===== config.mk =====
export PLATFORM = sky130hd
export DESIGN_NAME = seg_write_scheduler
export DESIGN_NICKNAME = d
export VERILOG_FILES = /design/src/rtl/seg_write_scheduler.sv
export SDC_FILE = /design/constraint.sdc
export NUM_CORES = 1
export LEC_CHECK = 0
export BUFFER_PORTS_ARGS = -buffer_cell sky130_fd_sc_hd__clkbuf_2
export CORE_MARGIN = 2
export CORE_UTILIZATION = 53
export DETAILED_ROUTE_END_ITERATION = 8
export PLACE_DENSITY = 0.77
export SLEW_MARGIN = 25
export SYNTH_ARGS = -nofsm -noshare
export SYNTH_HDL_FRONTEND = slang
export SYNTH_SLANG_ARGS = --single-unit
export TNS_END_PERCENT = 1

===== constraint.sdc =====
create_clock -name clk -period 2.8 [get_ports clk]
set_input_delay 0.56 -clock clk [delete_from_list [all_inputs] [get_ports clk]]
set_output_delay 0.56 -clock clk [all_outputs]
set_load 0.005 [all_outputs]

===== src/rtl/seg_write_scheduler.sv =====
// seg_write_scheduler: round-robin Avalon-MM writer of 7-segment patterns with changed-lane byte enables and hold-off
module seg_write_scheduler #(
  parameter int HOLD_CYCLES = 1000,
  parameter bit ACTIVE_LOW = 1'b0
) (
  input  logic        clk,
  input  logic        reset,
  input  logic        req0_valid,
  input  logic [15:0] req0_value,
  output logic        req0_ready,
  input  logic        req1_valid,
  input  logic [15:0] req1_value,
  output logic        req1_ready,
  output logic [3:0]  master_address,
  output logic        master_write,
  output logic [31:0] master_writedata,
  output logic [3:0]  master_byteenable,
  output logic        busy,
  output logic        owner
);
  localparam int CW = HOLD_CYCLES > 0 ? $clog2(HOLD_CYCLES + 1) : 1;
  localparam logic [6:0] SEG [16] = '{7'h3F, 7'h06, 7'h5B, 7'h4F, 7'h66, 7'h6D, 7'h7D, 7'h07,
                                      7'h7F, 7'h6F, 7'h77, 7'h7C, 7'h39, 7'h5E, 7'h79, 7'h71};
  typedef enum logic [1:0] {IDLE, ENCODE, WRITE, HOLD} state_t;
  state_t state;
  logic rr, g0, g1;
  logic [15:0] value;
  logic [31:0] shadow, pat, mask;
  logic [3:0] be;
  logic [CW-1:0] cnt;
  for (genvar i = 0; i < 4; i++) begin : g_lane
    assign pat[8*i+:8] = {1'b0, SEG[value[4*i+:4]] ^ {7{ACTIVE_LOW}}};
    assign be[i] = pat[8*i+:8] != shadow[8*i+:8];
    assign mask[8*i+:8] = {8{master_byteenable[i]}};
  end
  assign g0 = req0_valid & (~req1_valid | rr);
  assign g1 = req1_valid & (~req0_valid | ~rr);
  assign req0_ready = (state == IDLE) & g0;
  assign req1_ready = (state == IDLE) & g1;
  assign busy = state != IDLE;
  assign master_address = '0;
  always_ff @(posedge clk) begin
    if (reset) begin
      state <= IDLE;
      rr <= 1'b1;
      owner <= 1'b0;
      value <= '0;
      shadow <= '0;
      cnt <= '0;
      master_write <= 1'b0;
      master_writedata <= '0;
      master_byteenable <= '0;
    end else begin
      master_write <= 1'b0;
      case (state)
        IDLE: if (req0_ready | req1_ready) begin
          value <= req1_ready ? req1_value : req0_value;
          owner <= req1_ready;
          rr <= req1_ready;
          state <= ENCODE;
        end
        ENCODE: if (be == '0) state <= IDLE;
        else begin
          master_writedata <= pat;
          master_byteenable <= be;
          master_write <= 1'b1;
          state <= WRITE;
        end
        WRITE: begin
          shadow <= (shadow & ~mask) | (master_writedata & mask);
          cnt <= CW'(HOLD_CYCLES - 1);
          state <= (HOLD_CYCLES == 0) ? IDLE : HOLD;
        end
        HOLD: begin
          cnt <= cnt - 1'b1;
          if (cnt == '0) state <= IDLE;
        end
        default: state <= IDLE;
      endcase
    end
  end
endmodule


==> reports/summary.txt, run 1 <==
Root buf cell -> clkbuf_16
Worst-Skew Late Latency -> 0.35 ns
Worst Clk Skew -> 0.00764 ns
Crit path DAT -> 2.96 ns
Initial antenna violation count -> 0
CTS H-Tree Depth -> 3
Setup slack, reg-to-reg -> 0.08 ns
Initial Utilization -> 0.546
DRC viols -> 0
GRT Util Overall -> 0.270
Final net count -> 862
Mapped Avg Cell Area -> 8.20 um2
CP max stage cell -> dfxtp_2
Flop pwr share -> 0.362
Largest net degree at the start of global routing -> 68
Max clock buf depth -> 2
Fillers -> 952
Critical Path Start Type -> flip-flop
Syn Inst Count -> 728
Setup violators final -> 0
RSZ-0062 raised after global routing -> yes
CP Capture Type -> flip-flop
Worst Tran Pin Value -> 0.936 ns
Routed Antenna Nets -> 0
P&R area growth vs syn -> 16.2%
Post-synth top cells -> nand2_1, dfxtp_1, a21oi_1
Final worst-path cycle share -> 0.972
Max cap viols -> 0
Inserted Clock Buffers -> 9
First-pass iteration count of the detailed router -> 6
Vias in the first global route -> 5403
Crit path largest cell delay -> 0.36 ns
Clk sinks -> 95
Max Clock Freq -> 367 MHz
Placed inst area -> 0.00650 mm2
Distinct cells, synth -> 67
Via count -> 5695
Top_reg_cell synth -> dfxtp_1
Core box area -> 0.0109 mm2
P_leak -> 2.77 nW
Largest delay contributor family on the critical path -> compound AO/OA/AOI/OAI gates
Final hold viol count -> 0
Global-route wire length before repair -> 25.9 mm
# diodes -> 0
Post-DP HPWL -> 11.4 mm
Power per cell area -> 791 mW/mm2
Largest cells by area after synthesis -> dfxtp_1, nand2_1, ha_1
Synthesis Warnings -> 0
Seq/Total Area, Yosys -> 0.319
WP data required -> 3.04 ns
CTS clk-pin slew, worst paths -> 0.07 ns
Normalized max-slew margin -> 0.374
Yosys reg bits -> 95
Clk pwr share -> 0.260
Critical path class -> reg -> reg
GP Congestion -> 0.892
Status -> finished clean
Post-synth EDFFs -> 0
Final Critical Period -> 2.72 ns
CTS tree -> done
Avg Vias per Cell -> 6.05
Post-synth top area cell -> dfxtp_1
Setup ws final -> 0.0781 ns
Worst path bufs/invs -> 4
Switch Pwr -> 0.00202 W
Top Ports -> 81
Total grt overflow -> 0
DIE WIDTH -> 110 um
Max Slew Vio Count -> 0
Share of cells above drive strength 1 -> 0.213
DP Worst Slack -> -0.0669 ns
Synth Cell Area -> 0.00597 mm2
P_int -> 0.00347 W
Worst path cell trace -> inv_1 -> ha_2 -> nand2b_1 -> buf_4 -> and3_1 -> o31ai_2 -> o2111ai_2 -> nor4_4 -> buf_6 -> buf_12 -> a31oi_1 -> a311o_1
VDD IR-drop max -> 0.514 mV
Crit Path Max Fanout -> 15
IO Port Bufs -> 72
Initial DRC count -> 494
Row count -> 38
Tot Pwr -> 0.00549 W
Final wirelength -> 15.9 mm
CTS Hold Bufs -> 0
Switch share -> 0.368
Post-route cell area -> 0.00694 mm2
Async SR Flop Fraction -> 0
Most frequent cell after synthesis -> nand2_1
Worst min path class -> in -> reg
Synth top area share -> 0.319
Die height -> 110 um
Combinational share of power -> 0.377
Die outline area -> 0.0121 mm2
Avg WL per Cell -> 16.8 um
==> routing by layer <==
layer / global-route usage / part of all wire / vias up
li1: - / - / 2745
met1: 0.347 / 0.43 / 2736
met2: 0.439 / 0.49 / 185
met3: 0.0570 / 0.054 / 29
met4: 0.117 / 0.025 / 0
met5: 0 / 0 / -
==> tightest hold or removal path, stage by stage <==
cell      delay (ns)
clkbuf_2        0.08
nand2_1         0.04
a311oi_1        0.07
==> cell usage in the layout (no fill, tap or decap), drive strengths merged, types with 3 or more instances in the layout <==
cell type	synthesis	final
xnor2	15	15
nand3	38	38
nor4b	3	3
buf	35	45
nor2b	14	14
o211ai	7	7
and2	29	29
o22ai	3	3
clkbuf	30	83
o31ai	5	5
dfxtp	95	95
nor2	45	45
mux2i	15	15
o21ai	13	13
a31oi	25	25
mux2	4	4
a21oi	50	50
a32oi	6	6
o21a	4	4
a21o	3	3
conb	1	8
ha	29	29
nor3	8	8
a311oi	23	23
nand2	102	102
and3	7	7
and3b	4	4
inv	24	24
nand2b	13	13
or3	3	3
bufinv	0	3
a311o	27	27
xor2	9	9
a211oi	6	6
==> layout make-up <==
cell class	instances	area, um2	area share
inverters	25	96.3	0.0139
multi-input cells	549	3670	0.530
flip-flops and latches	95	1910	0.276
repair buffers	117	731	0.105
well taps	140	175	0.0253
clock buffers	11	243	0.0350
clock inverters	5	105	0.0152
==> path summary, 6_finish.rpt <==
kind | start | end | depth (start not counted)
setup / recovery | value[0] | master_writedata[21] | 12
hold / removal | req0_value[4] | value[4] | 3
setup reg to reg | value[0] | master_writedata[21] | 12
hold reg to reg | flip-flop | flip-flop | 2
==> stage by stage <==
step	hold WS [ns]	instances	TNS, ns	utilization
after floorplan	0.445	735	0	-
after global placement	0.455	925	0	0.594
final	0.440	942	0	0.634
after detailed placement	0.460	925	-0.874	0.594
after CTS	0.433	942	0	0.629
after global routing	0.437	942	-0.169	0.634
==> what timing repair did <==
item / in CTS / in global routing
setup endpoints to repair: 26 / 29
pin swaps: 2 / 5
buffers inserted: 1 / 0
cloned: 0 / 0
resized for setup: 8 / 18
==> power by group through the flow <==
stage / logic [W] / registers, W / clock network [W]
finish: 0.00207 / 0.00199 / 0.00143
global route: 0.00229 / 0.00203 / 0.00151
CTS: 0.00203 / 0.00197 / 0.00145
detailed placement: 0.00199 / 0.00200 / 0
global placement: 0.00191 / 0.00198 / 0
floorplan: 0.00147 / 0.00185 / 0
==> logic make-up after synthesis <==
family / count (synthesis) / share of synthesized area
DFF: 95 / 0.319
adders and majority gates: 29 / 0.0608
and+or+nand+nor: 274 / 0.226
buffers and inverters: 91 / 0.0817
xor gates and xnor gates: 24 / 0.0352
muxes: 21 / 0.0430
AOI/OAI and AO/OA: 193 / 0.234
other: 1 / 0.000628
No activity file was read; power rests on OpenSTA's default activity.
==> inputs of run 2 (changes only) <==
--- a/config.mk
+++ b/config.mk
@@ -6,10 +6,12 @@
 export NUM_CORES = 1
 export LEC_CHECK = 0
 export BUFFER_PORTS_ARGS = -buffer_cell sky130_fd_sc_hd__clkbuf_2
+export CELL_PAD_IN_SITES_DETAIL_PLACEMENT = 1
+export CELL_PAD_IN_SITES_GLOBAL_PLACEMENT = 2
 export CORE_MARGIN = 2
-export CORE_UTILIZATION = 53
+export CORE_UTILIZATION = 31
 export DETAILED_ROUTE_END_ITERATION = 8
-export PLACE_DENSITY = 0.77
+export PLACE_DENSITY = 0.76
 export SLEW_MARGIN = 25
 export SYNTH_ARGS = -nofsm -noshare
 export SYNTH_HDL_FRONTEND = slang
==> run 2 against run 1 <==
Compared with the run above: non-clock buffer count is 23 higher; clock power is 7% lower; the flow now finishes with violations (setup timing); via count is 0.88% higher.
==> reports/summary.txt, run 2 (same netlist as run 1, synthesis figures left out) <==
Placed Cells -> 1054 (was 925)
Fin util -> 0.394 (was 0.634)
Max cap viols -> 0 (unchanged)
Met3 wire length -> 924 um (was 852 um)
Commonest non-fill, non-tap cell in the layout -> nand2_1 (unchanged)
Vias in the first global route -> 5983 (was 5403)
Hold_sp -> req0_value[12] (was req0_value[4])
CTS clk-pin slew, worst paths -> 0.07 ns (about the same)
Core box area -> 0.0188 mm2 (was 0.0109 mm2)
Setup violators final -> 1 (was 0)
Via count -> 5745 (was 5695)
Post-DP HPWL -> 14.5 mm (was 11.4 mm)
Clk sinks -> 95 (unchanged)
VDD IR-drop max -> 0.436 mV (was 0.514 mV)
Normalized max-slew margin -> 0.367 (was 0.374)
Root buf cell -> clkbuf_16 (unchanged)
Finished Layout Cells -> 1084 (was 942)
Routed Antenna Nets -> 0 (unchanged)
Final net count -> 885 (was 862)
Worst r2r path cells -> 12 (unchanged)
P_leak -> 2.92 nW (was 2.77 nW)
Top Ports -> 81 (unchanged)
IO Port Bufs -> 72 (unchanged)
Global-route wire length before repair -> 31.1 mm (was 25.9 mm)
Max clock buf depth -> 2 (unchanged)
Max Clock Freq -> 357 MHz (was 367 MHz)
DRC viols -> 0 (unchanged)
Max layer used -> met4 (unchanged)
Critical Path Start Type -> flip-flop (unchanged)
Avg Vias per Cell -> 5.30 (was 6.05)
Initial DRC count -> 185 (was 494)
P&R area growth vs syn -> 24.2% (was 16.2%)
Critical path class -> reg -> reg (unchanged)
GP Congestion -> 0.805 (was 0.892)
GRT Util Overall -> 0.191 (was 0.270)
Worst min path class -> in -> reg (unchanged)
Met2 routed wirelength -> 9.20 mm (was 7.82 mm)
First-pass iteration count of the detailed router -> 4 (was 6)
WL met1 -> 9.11 mm (was 6.79 mm)
Final wirelength -> 19.5 mm (was 15.9 mm)
Max Slew Vio Count -> 0 (unchanged)
Initial antenna violation count -> 0 (unchanged)
Final worst-path cycle share -> 1.00 (was 0.972)
Initial Utilization -> 0.317 (was 0.546)
Final hold viol count -> 0 (unchanged)
Crit. Startpoint -> value[1] (was value[0])
WP data required -> 3.05 ns (was 3.04 ns)
Row count -> 50 (was 38)
Status -> complete, but fails checks (was finished clean)
# diodes -> 0 (unchanged)
Die height -> 143 um (was 110 um)
Total grt overflow -> 0 (unchanged)
Worst Tran Pin Value -> 0.947 ns (was 0.936 ns)
Power per cell area -> 755 mW/mm2 (was 791 mW/mm2)
CP Capture Type -> flip-flop (unchanged)
Avg WL per Cell -> 18.0 um (was 16.8 um)
CTS H-Tree Depth -> 3 (unchanged)
Final Critical Period -> 2.80 ns (was 2.72 ns)
Worst Clk Skew -> 0.00904 ns (was 0.00764 ns)
Failing checks -> setup timing
Largest net degree at the start of global routing -> 42 (was 68)
Die outline area -> 0.0204 mm2 (was 0.0121 mm2)
Worst-Skew Late Latency -> 0.35 ns (about the same)
Share of cells above drive strength 1 -> 0.244 (was 0.213)
Total Neg Setup Slack -> -0.00224 ns (was 0 ns)
Crit path DAT -> 3.05 ns (was 2.96 ns)
Worst hold path cell count -> 3 (unchanged)
R2r startpoint -> value[1] (was value[0])
DIE WIDTH -> 143 um (was 110 um)
Inserted Clock Buffers -> 9 (unchanged)
Most frequent cells in the layout -> nand2_1, dfxtp_1, clkbuf_2 (unchanged)
Fillers -> 2237 (was 952)
Setup ws final -> -0.00224 ns (was 0.0781 ns)
RSZ-0062 raised after global routing -> yes (unchanged)
CTS tree -> done (unchanged)
Crit Path Max Fanout -> 6 (was 15)
CTS Hold Bufs -> 0 (unchanged)
-- run 2: cell types whose count changed in the layout (fill, tap and decap cells not counted), moves of 5 or more --
cell and delta:
buf_6 +5, a31oi_4 +6, a31oi_1 -10, buf_4 +15
-- run 2: through the flow --
| step | hold slack [ns] | setup slack (ns) | instance area, um2 | total power (W) |
|---|---|---|---|---|
| global placement | 0.459 | -0.0345 | 6720 | 0.00407 |
| floorplan | 0.445 | 0.0638 | 6000 | 0.00332 |
| finish | 0.451 | -0.00224 | 7410 | 0.00559 |
| CTS | 0.446 | 0.00399 | 7080 | 0.00554 |
| global route | 0.452 | -0.114 | 7410 | 0.00600 |
| detailed placement | 0.468 | -0.146 | 6720 | 0.00417 |
-- run 2: worst paths after layout --
kind / slack [ns] / end
max: -0.002 / flip-flop
min: 0.45 / value[12]
max reg2reg: -0.002 / flip-flop
min reg2reg: 0.48 / flip-flop
-- run 2: what timing repair did --
item | CTS | global route
setup endpoints to repair | 29 | 30
pin swaps | 4 | 38
endpoints found under the hold margin | 0 | 0
setup buffers | 2 | 11
gates resized for setup | 10 | 52
cloned | 0 | 2
-- run 2: metal layers --
metal / GRT usage / vias up
met4: 0.0438 / 0
met1: 0.250 / 2819
li1: - / 2789
met5: 0 / -
met3: 0.0473 / 20
met2: 0.318 / 117
-- run 2: worst max-delay path, cell delays in order, from the launching register on --
cell      delay, ns
dfxtp_4        0.39
inv_4          0.05
ha_4           0.16
nor2b_4        0.12
o32a_1         0.37
xor2_1         0.15
a2111o_1       0.44
nor4_4         0.29
buf_6          0.18
buf_6          0.14
buf_6          0.12
a31oi_4        0.11
a21o_1         0.17
-- run 2: where the power goes --
group / switching (W) / internal (W)
logic: 0.00124 / 0.00106
registers: 0.000356 / 0.00161
clock network: 0.000530 / 0.000800
-- run 2: final cells by class --
cell class	instances	area, um2	share of cell area
multi-input combinational	549	3800	0.513
sequential	95	1920	0.258
timing repair buffer	140	960	0.129
tap	260	325	0.0439
clock buffer	11	243	0.0327
inverter	25	98.8	0.0133
clock inverter	4	70.1	0.00945
